File: src/rtl/btn_blink_pkg.sv
// Shared types, timing defaults and helpers for the blink scheduler.
// Round-robin selection is purely combinational.
package btn_blink_pkg;

    typedef enum logic [1:0] {ST_IDLE, ST_ON, ST_OFF, ST_GAP} state_t;

    localparam int DEF_TICK_DIV  = 50000;
    localparam int DEF_ON_TICKS  = 250;
    localparam int DEF_OFF_TICKS = 250;
    localparam int DEF_GAP_TICKS = 1000;

    function automatic int idx_w(input int n);
        return (n <= 2) ? 1 : $clog2(n);
    endfunction

    // First set bit at or above ptr, wrapping at n; callers only use it when pend != 0.
    function automatic int rr_pick(input logic [7:0] pend, input int ptr, input int n);
        int   sel;
        int   j;
        logic found;
        sel   = 0;
        found = 1'b0;
        for (int k = 0; k < 8; k++) begin
            if (k < n && !found) begin
                j = (ptr + k) % n;
                if (((pend >> j) & 8'd1) != 8'd0) begin
                    sel   = j;
                    found = 1'b1;
                end
            end
        end
        return sel;
    endfunction

endpackage

File: src/rtl/btn_blink_tick_timer.sv
// Prescaled tick timer: o_done is high in the last cycle of a load*TICK_DIV window.
// Latency from i_start to done is exactly load*TICK_DIV cycles; no backpressure.
module tick_timer #(
    parameter int TICK_DIV = 2,
    parameter int CNT_W    = 8
) (
    input  logic             CLK,
    input  logic             RESET,
    input  logic             i_start,
    input  logic             i_stop,
    input  logic [CNT_W-1:0] i_load,
    output logic             o_done
);
    localparam int PRE_W = (TICK_DIV > 1) ? $clog2(TICK_DIV) : 1;
    localparam logic [PRE_W-1:0] PRE_LAST = PRE_W'(TICK_DIV - 1);

    logic             r_run;
    logic [PRE_W-1:0] r_pre;
    logic [CNT_W-1:0] r_cnt;
    logic [CNT_W-1:0] r_last;
    logic             w_tick;

    assign w_tick = (r_pre == PRE_LAST);
    assign o_done = r_run && w_tick && (r_cnt == r_last);

    always_ff @(posedge CLK) begin
        if (RESET) begin
            r_run  <= 1'b0;
            r_pre  <= '0;
            r_cnt  <= '0;
            r_last <= '0;
        end else if (i_start) begin
            r_run  <= 1'b1;
            r_pre  <= '0;
            r_cnt  <= '0;
            r_last <= i_load - CNT_W'(1);
        end else if (i_stop) begin
            r_run <= 1'b0;
            r_pre <= '0;
            r_cnt <= '0;
        end else if (r_run) begin
            if (w_tick) begin
                r_pre <= '0;
                r_cnt <= r_cnt + CNT_W'(1);
            end else begin
                r_pre <= r_pre + PRE_W'(1);
            end
        end
    end
endmodule

File: src/rtl/btn_blink_scheduler.sv
// Shares one active-low LED among N_REQ requesters; requester i is shown as i+1 blinks.
// Grant one cycle after a request is latched; requests queue one deep per requester.
module btn_blink_scheduler
    import btn_blink_pkg::*;
#(
    parameter int N_REQ     = 4,
    parameter int TICK_DIV  = DEF_TICK_DIV,
    parameter int ON_TICKS  = DEF_ON_TICKS,
    parameter int OFF_TICKS = DEF_OFF_TICKS,
    parameter int GAP_TICKS = DEF_GAP_TICKS
) (
    input  logic                      CLK,
    input  logic                      RESET,
    input  logic [N_REQ-1:0]          iReq,
    input  logic                      iClear,
    output logic                      oLEDn,
    output logic                      oBusy,
    output logic                      oGrantValid,
    output logic [idx_w(N_REQ)-1:0]   oGrantIdx,
    output logic [N_REQ-1:0]          oPending
);
    localparam int IDX_W = idx_w(N_REQ);
    localparam int BLK_W = $clog2(N_REQ + 1);
    localparam int MAX_T = (ON_TICKS > OFF_TICKS)
                         ? ((ON_TICKS > GAP_TICKS) ? ON_TICKS : GAP_TICKS)
                         : ((OFF_TICKS > GAP_TICKS) ? OFF_TICKS : GAP_TICKS);
    localparam int CNT_W = $clog2(MAX_T + 1);
    localparam logic [CNT_W-1:0] ON_L  = CNT_W'(ON_TICKS);
    localparam logic [CNT_W-1:0] OFF_L = CNT_W'(OFF_TICKS);
    localparam logic [CNT_W-1:0] GAP_L = CNT_W'(GAP_TICKS);

    state_t             r_state;
    logic [N_REQ-1:0]   r_pending;
    logic               r_led_n;
    logic               r_busy;
    logic               r_gv;
    logic [IDX_W-1:0]   r_gidx;
    logic [IDX_W-1:0]   r_rr;
    logic [BLK_W-1:0]   r_blink;

    logic [IDX_W-1:0]   w_idx;
    logic [N_REQ-1:0]   w_gmask;
    logic               w_done;
    logic               w_last;
    logic               w_start;
    logic               w_stop;
    logic [CNT_W-1:0]   w_load;

    assign oLEDn       = r_led_n;
    assign oBusy       = r_busy;
    assign oGrantValid = r_gv;
    assign oGrantIdx   = r_gidx;
    assign oPending    = r_pending;

    // The timer is restarted on every state entry so each phase length is exact.
    always_comb begin
        w_idx   = IDX_W'(rr_pick(8'(r_pending), int'(r_rr), N_REQ));
        w_gmask = N_REQ'(1) << w_idx;
        w_last  = (int'(r_blink) == int'(r_gidx));
        w_start = 1'b0;
        w_stop  = iClear;
        w_load  = ON_L;
        if (!iClear) begin
            case (r_state)
                ST_IDLE: w_start = |r_pending;
                ST_ON: begin
                    w_start = w_done;
                    w_load  = OFF_L;
                end
                ST_OFF: begin
                    w_start = w_done;
                    w_load  = w_last ? GAP_L : ON_L;
                end
                ST_GAP:  w_stop = w_done;
                default: w_stop = 1'b1;
            endcase
        end
    end

    tick_timer #(
        .TICK_DIV (TICK_DIV),
        .CNT_W    (CNT_W)
    ) u_timer (
        .CLK     (CLK),
        .RESET   (RESET),
        .i_start (w_start),
        .i_stop  (w_stop),
        .i_load  (w_load),
        .o_done  (w_done)
    );

    always_ff @(posedge CLK) begin
        if (RESET) begin
            r_state   <= ST_IDLE;
            r_pending <= '0;
            r_led_n   <= 1'b1;
            r_busy    <= 1'b0;
            r_gv      <= 1'b0;
            r_gidx    <= '0;
            r_rr      <= '0;
            r_blink   <= '0;
        end else if (iClear) begin
            r_state   <= ST_IDLE;
            r_pending <= '0;
            r_led_n   <= 1'b1;
            r_busy    <= 1'b0;
            r_gv      <= 1'b0;
            r_blink   <= '0;
        end else begin
            r_gv      <= 1'b0;
            r_pending <= r_pending | iReq;
            case (r_state)
                ST_IDLE: if (|r_pending) begin
                    r_state   <= ST_ON;
                    r_gv      <= 1'b1;
                    r_gidx    <= w_idx;
                    r_rr      <= (w_idx == IDX_W'(N_REQ - 1)) ? '0 : w_idx + IDX_W'(1);
                    // A same-cycle pulse from the granted requester re-queues it.
                    r_pending <= (r_pending & ~w_gmask) | iReq;
                    r_blink   <= '0;
                    r_led_n   <= 1'b0;
                    r_busy    <= 1'b1;
                end
                ST_ON: if (w_done) begin
                    r_state <= ST_OFF;
                    r_led_n <= 1'b1;
                end
                ST_OFF: if (w_done) begin
                    r_blink <= r_blink + BLK_W'(1);
                    if (w_last) begin
                        r_state <= ST_GAP;
                    end else begin
                        r_state <= ST_ON;
                        r_led_n <= 1'b0;
                    end
                end
                ST_GAP: if (w_done) begin
                    r_state <= ST_IDLE;
                    r_busy  <= 1'b0;
                end
                default: r_state <= ST_IDLE;
            endcase
        end
    end
endmodule

File: config.mk
export PLATFORM = sky130hd
export DESIGN_NAME = btn_blink_scheduler
export DESIGN_NICKNAME = d
export VERILOG_FILES = /design/src/rtl/btn_blink_pkg.sv /design/src/rtl/btn_blink_tick_timer.sv /design/src/rtl/btn_blink_scheduler.sv
export SDC_FILE = /design/constraint.sdc
export NUM_CORES = 1
export LEC_CHECK = 0
export CORE_ASPECT_RATIO = 0.75
export CORE_MARGIN = 8
export CORE_UTILIZATION = 29
export CTS_BUF_LIST = sky130_fd_sc_hd__clkbuf_4
export CTS_CLUSTER_SIZE = 14
export DETAILED_ROUTE_END_ITERATION = 16
export GPL_TIMING_DRIVEN = 0
export PLACE_DENSITY = 0.49
export SETUP_SLACK_MARGIN = 0.1
export SYNTH_ARGS = -nofsm -noshare
export SYNTH_HDL_FRONTEND = slang
export SYNTH_SLANG_ARGS = --single-unit
File: constraint.sdc
create_clock -name CLK -period 2.1 [get_ports CLK]
set_input_delay 0.315 -clock CLK [delete_from_list [all_inputs] [get_ports CLK]]
set_output_delay 0.315 -clock CLK [all_outputs]
set_load 0.02 [all_outputs]
==> implementation parameters, run 1 <==
Parameter                              Value

Status
  Status    finished, final reports clean

Worst setup path
  Worst Reg-to-Reg Cells    7
  Worst-path fanout max    6
  Number of logic stages on the critical path including buffering    7
  Delay of the slowest cell on the worst path    approximately 360 ps
  Critical-path cell with the highest stage delay    dfxtp_2
  Endpoint kind of the worst setup timing path    register
  Category of the critical setup timing path    register to register
  Setup slack on the worst flop-to-flop path    between 10 and 15 ps
  Dominant delay contributor by cell family on the critical path    simple AND/OR/NAND/NOR gates
  Arrival time at the worst endpoint    around 2400 ps
  Sum of buffers and inverters on the critical path    1
  Startpoint type of the worst setup path    register
  Required time of the critical path    2360 ps
  Critical path cell sequence    or3_1, a222oi_1, nand4_1, buf_6, mux2_4, o211ai_1, o31ai_1
  RR Startpoint    u_timer.r_last[8]
  R2r endpoint    r_blink[1]

Logic synthesis
  Top flip-flop cell by instance count after synthesis    dfxtp_1
  Main combinational cell family by area after synthesis    simple AND/OR/NAND/NOR gates
  Xor and xnor area share after synthesis    around 8.6%
  Area share of the leading cell type in the synthesized netlist    40.06%
  EDFF count, synth    0
  Yosys Warn Count    0
  Multiplexer fraction of the synthesized cell area    less than 1%
  Post-synthesis simple-gate area fraction    27.97%
  Register bit total from synthesis    47
  Netlist area before placement    ~0.0023 mm2
  Register area share after synthesis    around two fifths
  Main area contributors after synthesis    dfxtp_1, ha_1, nor2_1
  Syn_nets    a little over 300
  Mean instance size in the synthesized netlist    ~8 um2
  Mapped Cells    286
  Adder-cell share of the synthesized area    5.860%
  Compound-gate portion of the synthesized area    ~13%
  Count of different cell masters after synthesis    slightly above 40
  Async S/R FF share, synth    0%
  Biggest area consumer among synthesized cells    dfxtp_1

Timing
  Hold Worst Slack    about 480 ps
  Count of endpoints failing hold in the final timing report    0
  Layout Skew    9.489 ps
  Final setup violation count    0
  Slew margin rel.    roughly two thirds
  Time the final worst path needs with I/O delays and setup    between 2000 and 2500 ps
  Setup repair after global routing missed its margin    true
  Slew Viols, Final    0
  Upper clock frequency limit    0.4787 GHz
  Period utilisation layout    between 90% and 100%
  Transition at the pin with the smallest max-transition slack    around 500 ps

Pwr
  Static Leakage    1.038 nW
  Cell Pwr Density    558.9 mW/mm2
  Switch share    ~28%
  Power share of the combinational group    15.1%
  Part of the power in the clock network    ~28%
  Worst ir drop on vdd    between 200 and 250 uV
  Cell internal power dissipation    between 1 and 1.5 mW
  Reg power frac    about 57%
  Switching power    0.4581 mW
  Tot Pwr    roughly 1.6 mW

Final layout
  Non-filler cells, final    between 400 and 500
  Inserted Diodes    0
  Layout area overhead    24.83%
  Fill cell total of the finished layout    approximately 840
  Share of post-route cells with drive strength above 1    a little under a fifth
  Number of nets in the finished design    about 340

Place
  Number of cells in the design after placement    about 410
  HPWL reported at the end of detailed placement    3872 um
  Final weighted congestion of routability-driven global placement    0.7403
  Buffers on Ports    15

Floorplan
  Effective utilization at floorplan    between 20 and 30%
  Die boundary width    around 120 um
  Chip height    approximately 94 um
  I/O pin count    16
  Area of the die    ~0.011 mm2
  Area of the placeable core    roughly 0.008 mm2
  Row count    28

Min path
  Worst hold path depth    2
  Hold path startpoint    oBusy
  Destination of the worst hold path    oBusy
  Classification of the worst-slack hold path    register to register

Global routing
  First-pass GRT wire length    8852 um
  GR Util All Layers    roughly a tenth
  GRT overflow    0
  Maximum number of pins on one net before global-route repair    14
  Number of global-route vias before repair    approximately 1900
  Initial antenna violation count    0

Clock tree
  Maximum buffer depth of the clock tree    2
  Clock buffers created by TritonCTS    5
  Worst skew pair latency    between 300 and 400 ps
  Clock tree from TritonCTS    built
  Clock tree root driver cell    clkbuf_4
  Clock transition at path regs    140 ps
  Sinks on Clock Net    47
  Number of H-tree levels    2
  CTS Hold Buffers Added    0

Routing
  Final ANT Viol Nets    0
  Average detailed-routed wire length per instance    around 13 um
  Via density per instance    between 4 and 5
  Number of DRC violations after detailed routing    0
  Via count    between 2000 and 2500
  Iter 0 DRT Violations    66
  Total wire length    approximately 5400 um
  Number of optimization iterations in the first detailed-route pass    4

Job
  Max-capacitance violation count    0
Yosys cell counts (3+ instances only):
| cell type | count |
|---|---|
| dfxtp_1 | 47 |
| o21ai_0 | 11 |
| nand4_1 | 8 |
| nand3_1 | 11 |
| xor2_1 | 14 |
| a21oi_1 | 21 |
| ha_1 | 11 |
| and4_1 | 4 |
| nand2_1 | 28 |
| nor2_1 | 36 |
| and2_1 | 5 |
| xnor2_1 | 9 |
| a211oi_1 | 4 |
| or3_1 | 9 |
| nor4_1 | 3 |
| buf_2 | 3 |
| clkbuf_1 | 6 |
| and3_1 | 6 |
| nor3_1 | 5 |
| o22ai_1 | 3 |
| inv_1 | 13 |
| nand2b_1 | 3 |
layer usage:
layer / track usage [%] / part of all wire [%] / routed length, um
met5: 0 / 0 / 0
met4: 2.487 / 0.74 / 40
met3: 3.363 / 5.0 / 269
met2: 13.87 / 41 / 2202
met1: 13.24 / 54 / 2910
registers in the layout, indices dropped and copies added, names as in the netlist, 2 cells and up:
register	count
u_timer.r_pre	16
u_timer.r_cnt	10
oPending	4
u_timer.r_last	4
r_blink	3
oGrantIdx	2
r_rr	2
r_state	2
cell usage in the layout, fill, tap and decap left out, drive strengths merged, types with 2 or more instances in the layout:
cell / count
a21oi: 21
nor2b: 2
nand2: 28
or2: 3
and4: 4
nor3: 5
a311oi: 2
nor4: 3
nor2: 36
and2: 5
nand2b: 3
ha: 11
o21ai: 13
xnor2: 9
nand4b: 2
clkdlybuf4s50: 15
dfxtp: 47
nand3: 11
nand4: 8
a211oi: 4
or3: 9
and3: 6
inv: 13
buf: 12
o211ai: 2
xor2: 14
or4: 2
o22ai: 3
clkbuf: 13
power groups by stage:
stage	logic, mW	clock network, mW	registers (mW)
2_1_floorplan	0.118	0	0.959
3_3_place_gp	0.193	0	0.954
3_5_place_dp	0.192	0	0.954
4_1_cts	0.221	0.482	0.935
5_1_grt	0.272	0.518	0.942
6_report	0.247	0.454	0.937
through the flow:
step	setup WS, ps	utilization (%)	TNS (ps)	instance area (um2)
floorplan	169.4	-	0	2349
global placement	-279.6	33.37	-4689	2630
detailed placement	-272.3	33.37	-4528	2630
CTS	-9.547	35.70	-18.02	2814
global route	-145.3	37.19	-704.2	2932
finish	11.01	37.19	0	2932
logic make-up after synthesis:
group,after synthesis
xor gates and xnor gates,23
AOI/OAI and AO/OA,51
adders and majority gates,11
muxes,2
DFF,47
buffers and inverters,22
and+or+nand+nor,130
worst reg2reg max path: stages (launching register included):
cell	delay, ps
dfxtp_2	360
or3_1	350
a222oi_1	320
nand4_1	240
buf_6	210
mux2_4	270
o211ai_1	160
o31ai_1	90
timing repair:
item,CTS,global route
setup buffers,6,2
gates cloned,0,1
endpoints found under the setup margin,34,39
gates resized for setup,25,29
pin swaps,16,12
cell type report:
class / count / area, um2 / share of cell area, %
buffer: 9 / 63.81 / 2.177
multi-input combinational: 217 / 1453 / 49.55
clock buffer: 7 / 52.55 / 1.793
sequential: 47 / 948.4 / 32.35
inverter: 13 / 48.80 / 1.665
tap: 105 / 131.4 / 4.481
clock inverter: 1 / 5.005 / 0.1707
timing repair buffer: 24 / 229.0 / 7.811
how the worst max path moves through the flow:
stage                        endpoint  slack, ps         startpoint
global route        u_timer.r_last[8]       -150   u_timer.r_cnt[3]
detailed placement  u_timer.r_pre[14]       -270         r_state[1]
CTS                        r_blink[1]        -10   u_timer.r_cnt[3]
finish                     r_blink[1]         10  u_timer.r_last[8]
floorplan           u_timer.r_pre[10]        170         r_state[1]
global placement    u_timer.r_pre[14]       -280         r_state[1]
(Power assumes the default switching activity.)
==> inputs of run 2 (changes only) <==
--- a/config.mk
+++ b/config.mk
@@ -5,6 +5,7 @@
 export SDC_FILE = /design/constraint.sdc
 export NUM_CORES = 1
 export LEC_CHECK = 0
+export ABC_CLOCK_PERIOD_IN_PS = 2100
 export CORE_ASPECT_RATIO = 0.75
 export CORE_MARGIN = 8
 export CORE_UTILIZATION = 29
==> results of run 2 <==
Same layout as run 1: the final DEF is identical, and so are final timing and power.
==> inputs of run 3 (changes only) <==
--- a/config.mk
+++ b/config.mk
@@ -9,11 +9,9 @@
 export CORE_ASPECT_RATIO = 0.75
 export CORE_MARGIN = 8
 export CORE_UTILIZATION = 29
-export CTS_BUF_LIST = sky130_fd_sc_hd__clkbuf_4
+export CTS_BUF_LIST = sky130_fd_sc_hd__clkbuf_8
 export CTS_CLUSTER_SIZE = 14
 export DETAILED_ROUTE_END_ITERATION = 16
-export GPL_TIMING_DRIVEN = 0
-export PLACE_DENSITY = 0.49
 export SETUP_SLACK_MARGIN = 0.1
 export SYNTH_ARGS = -nofsm -noshare
 export SYNTH_HDL_FRONTEND = slang
==> run 3 against run 2 <==
  * The flow now finishes with violations (setup timing)
  * Largest cell class unchanged
  * Via count increased by 2.0%
  * Sequential cell count unchanged
  * Non-clock buffer count increased by 17
==> implementation parameters, run 3 (synthesis results as in run 1) <==
Parameter                              Value

Worst setup path
  Startpoint type of the worst setup path    register
  Category of the critical setup timing path    register to register
  Sum of buffers and inverters on the critical path    1
  Endpoint kind of the worst setup timing path    register
  Critical path cell sequence    or3_1, a222oi_1, nand4_1, buf_4, mux2_4, o211ai_1, o31ai_1
  Arrival time at the worst endpoint    2310 ps
  Required time of the critical path    2290 ps
  Critical-path cell with the highest stage delay    or3_1
  Dominant delay contributor by cell family on the critical path    simple AND/OR/NAND/NOR gates
  Worst-path fanout max    3
  Delay of the slowest cell on the worst path    ~360 ps

Timing
  Upper clock frequency limit    0.4701 GHz
  Final setup violation count    3
  Period utilisation layout    101.3%
  Setup repair after global routing missed its margin    true
  Layout Skew    4.671 ps
  Count of endpoints failing hold in the final timing report    0
  Setup slack after layout    -27.14 ps
  Time the final worst path needs with I/O delays and setup    between 2000 and 2500 ps
  Slew margin rel.    between 70% and 80%
  Transition at the pin with the smallest max-transition slack    around 420 ps
  Slew Viols, Final    0

Floorplan
  Die boundary width    roughly 120 um
  Area of the placeable core    between 0.007 and 0.008 mm2
  Area of the die    roughly 0.011 mm2
  Chip height    93.94 um
  I/O pin count    16
  Row count    28
  Effective utilization at floorplan    between 20 and 30%

Final layout
  Leading cell type in the layout, fill and taps excluded    dfxtp_1
  Fin util    about two fifths
  Registers with the most flip-flops    u_timer.r_pre: 16 flops, u_timer.r_cnt: 10 flops
  Max FFs per register    16
  Number of nets in the finished design    352
  Leading cell types in the layout, fill and taps excluded    dfxtp_1, nor2_1, buf_4, nand2_1, a21oi_1
  Register bank with the most flops    u_timer.r_pre
  Non-filler cells, final    440
  Post-route cell area    0.003057 mm2
  Layout area overhead    30.15%
  Share of post-route cells with drive strength above 1    approximately 20%
  Inserted Diodes    0

Routing
  Average detailed-routed wire length per instance    about 13 um
  Number of DRC violations after detailed routing    0
  Via density per instance    ~4.8
  Via count    between 2000 and 2500
  Number of optimization iterations in the first detailed-route pass    4
  Final ANT Viol Nets    0
  Iter 0 DRT Violations    55
  Total wire length    around 5600 um

Pwr
  Tot Pwr    roughly 1.7 mW
  Switch share    a little over a quarter
  Part of the power in the clock network    a little under a third
  Cell internal power dissipation    between 1 and 1.5 mW
  Worst ir drop on vdd    between 300 and 400 uV
  Cell Pwr Density    564.0 mW/mm2
  Reg power frac    a little over half
  Switching power    ~0.47 mW
  Power share of the combinational group    14.3%
  Static Leakage    1.142 nW

Min path
  Classification of the worst-slack hold path    register to register

Global routing
  Number of global-route vias before repair    about 2000
  Initial antenna violation count    0
  Maximum number of pins on one net before global-route repair    15
  GR Util All Layers    about 10%
  GRT overflow    0
  First-pass GRT wire length    between 9000 and 10000 um

Clock tree
  Clock buffers created by TritonCTS    5
  Number of H-tree levels    2
  Clock tree from TritonCTS    built
  Sinks on Clock Net    between 40 and 50
  Worst skew pair latency    300 ps
  Maximum buffer depth of the clock tree    2
  Clock tree root driver cell    clkbuf_8
  Clock transition at path regs    around 90 ps
  CTS Hold Buffers Added    0

Status
  Violated checks    setup timing
  Status    finished with violations

Place
  HPWL reported at the end of detailed placement    a little over 4000 um
  Final weighted congestion of routability-driven global placement    just under 0.8
  Buffers on Ports    15
  Worst slack at placement    -33.98 ps
  Area post-placement    roughly 0.0028 mm2
  Number of cells in the design after placement    between 400 and 500

Job
  Max-capacitance violation count    0
run 3: cell types whose count changed in the layout (fill, tap and decap cells not counted), moves of 2 or more:
cell / delta
nor4_1: +2
a211oi_1: +2
nor2_1: +2
nor4_2: -2
buf_4: +25
inv_1: +2
clkbuf_8: +4
clkbuf_4: -8
clkbuf_1: -4
dfxtp_2: -5
dfxtp_1: +5
a211oi_2: -2
run 3: final timing paths:
check | start | endpoint | slack, ps | cells past startpoint
setup / recovery | u_timer.r_last[4] | r_blink[1] | -30 | 7
hold reg to reg | oBusy | oBusy | 470 | 2
hold / removal | oBusy | oBusy | 470 | 2
setup reg to reg | u_timer.r_last[4] | r_blink[1] | -30 | 7
run 3: final cells by class:
cell class / instances / area [um2]
clock inverter: 3 / 16.27
inverter: 13 / 48.80
sequential: 47 / 942.2
clock buffer: 5 / 68.82
tap: 105 / 131.4
fill: 799 / 4826
multi-input combinational: 217 / 1421
timing repair buffer: 50 / 427.9
run 3: metrics by stage:
step	hold WS, ps	setup TNS, ps
2_1_floorplan	394.3	0
3_3_place_gp	469.2	0
3_5_place_dp	479.2	-94.69
4_1_cts	492.0	-62.76
5_1_grt	493.3	-806.1
6_report	467.9	-41.59
run 3: worst min-delay path: stages, from the launching register on:
cell     delay [ps]
dfxtp_1         330
o21ai_2          50
a21oi_1          50
run 3: what timing repair did:
action	in CTS	in global routing
endpoints found under the hold margin	0	0
buffers inserted	3	1
gates resized for setup	6	26
setup endpoints to repair	11	24
pin swaps	7	9
cloned	0	0
run 3: layer usage:
layer  GRT usage (%)  vias up  wire [um]
met1           13.32      997       2905
li1                -     1093          -
met5               0        -          0
met3           2.883        5        240
met2           14.52       36       2412
met4           2.487        0         36
run 3: power by group through the flow:
stage / clock, mW / combinational, mW / sequential [mW]
2_1_floorplan: 0 / 0.118 / 0.959
3_3_place_gp: 0 / 0.214 / 0.950
3_5_place_dp: 0 / 0.217 / 0.951
4_1_cts: 0.566 / 0.228 / 0.930
5_1_grt: 0.609 / 0.272 / 0.935
6_report: 0.547 / 0.246 / 0.931
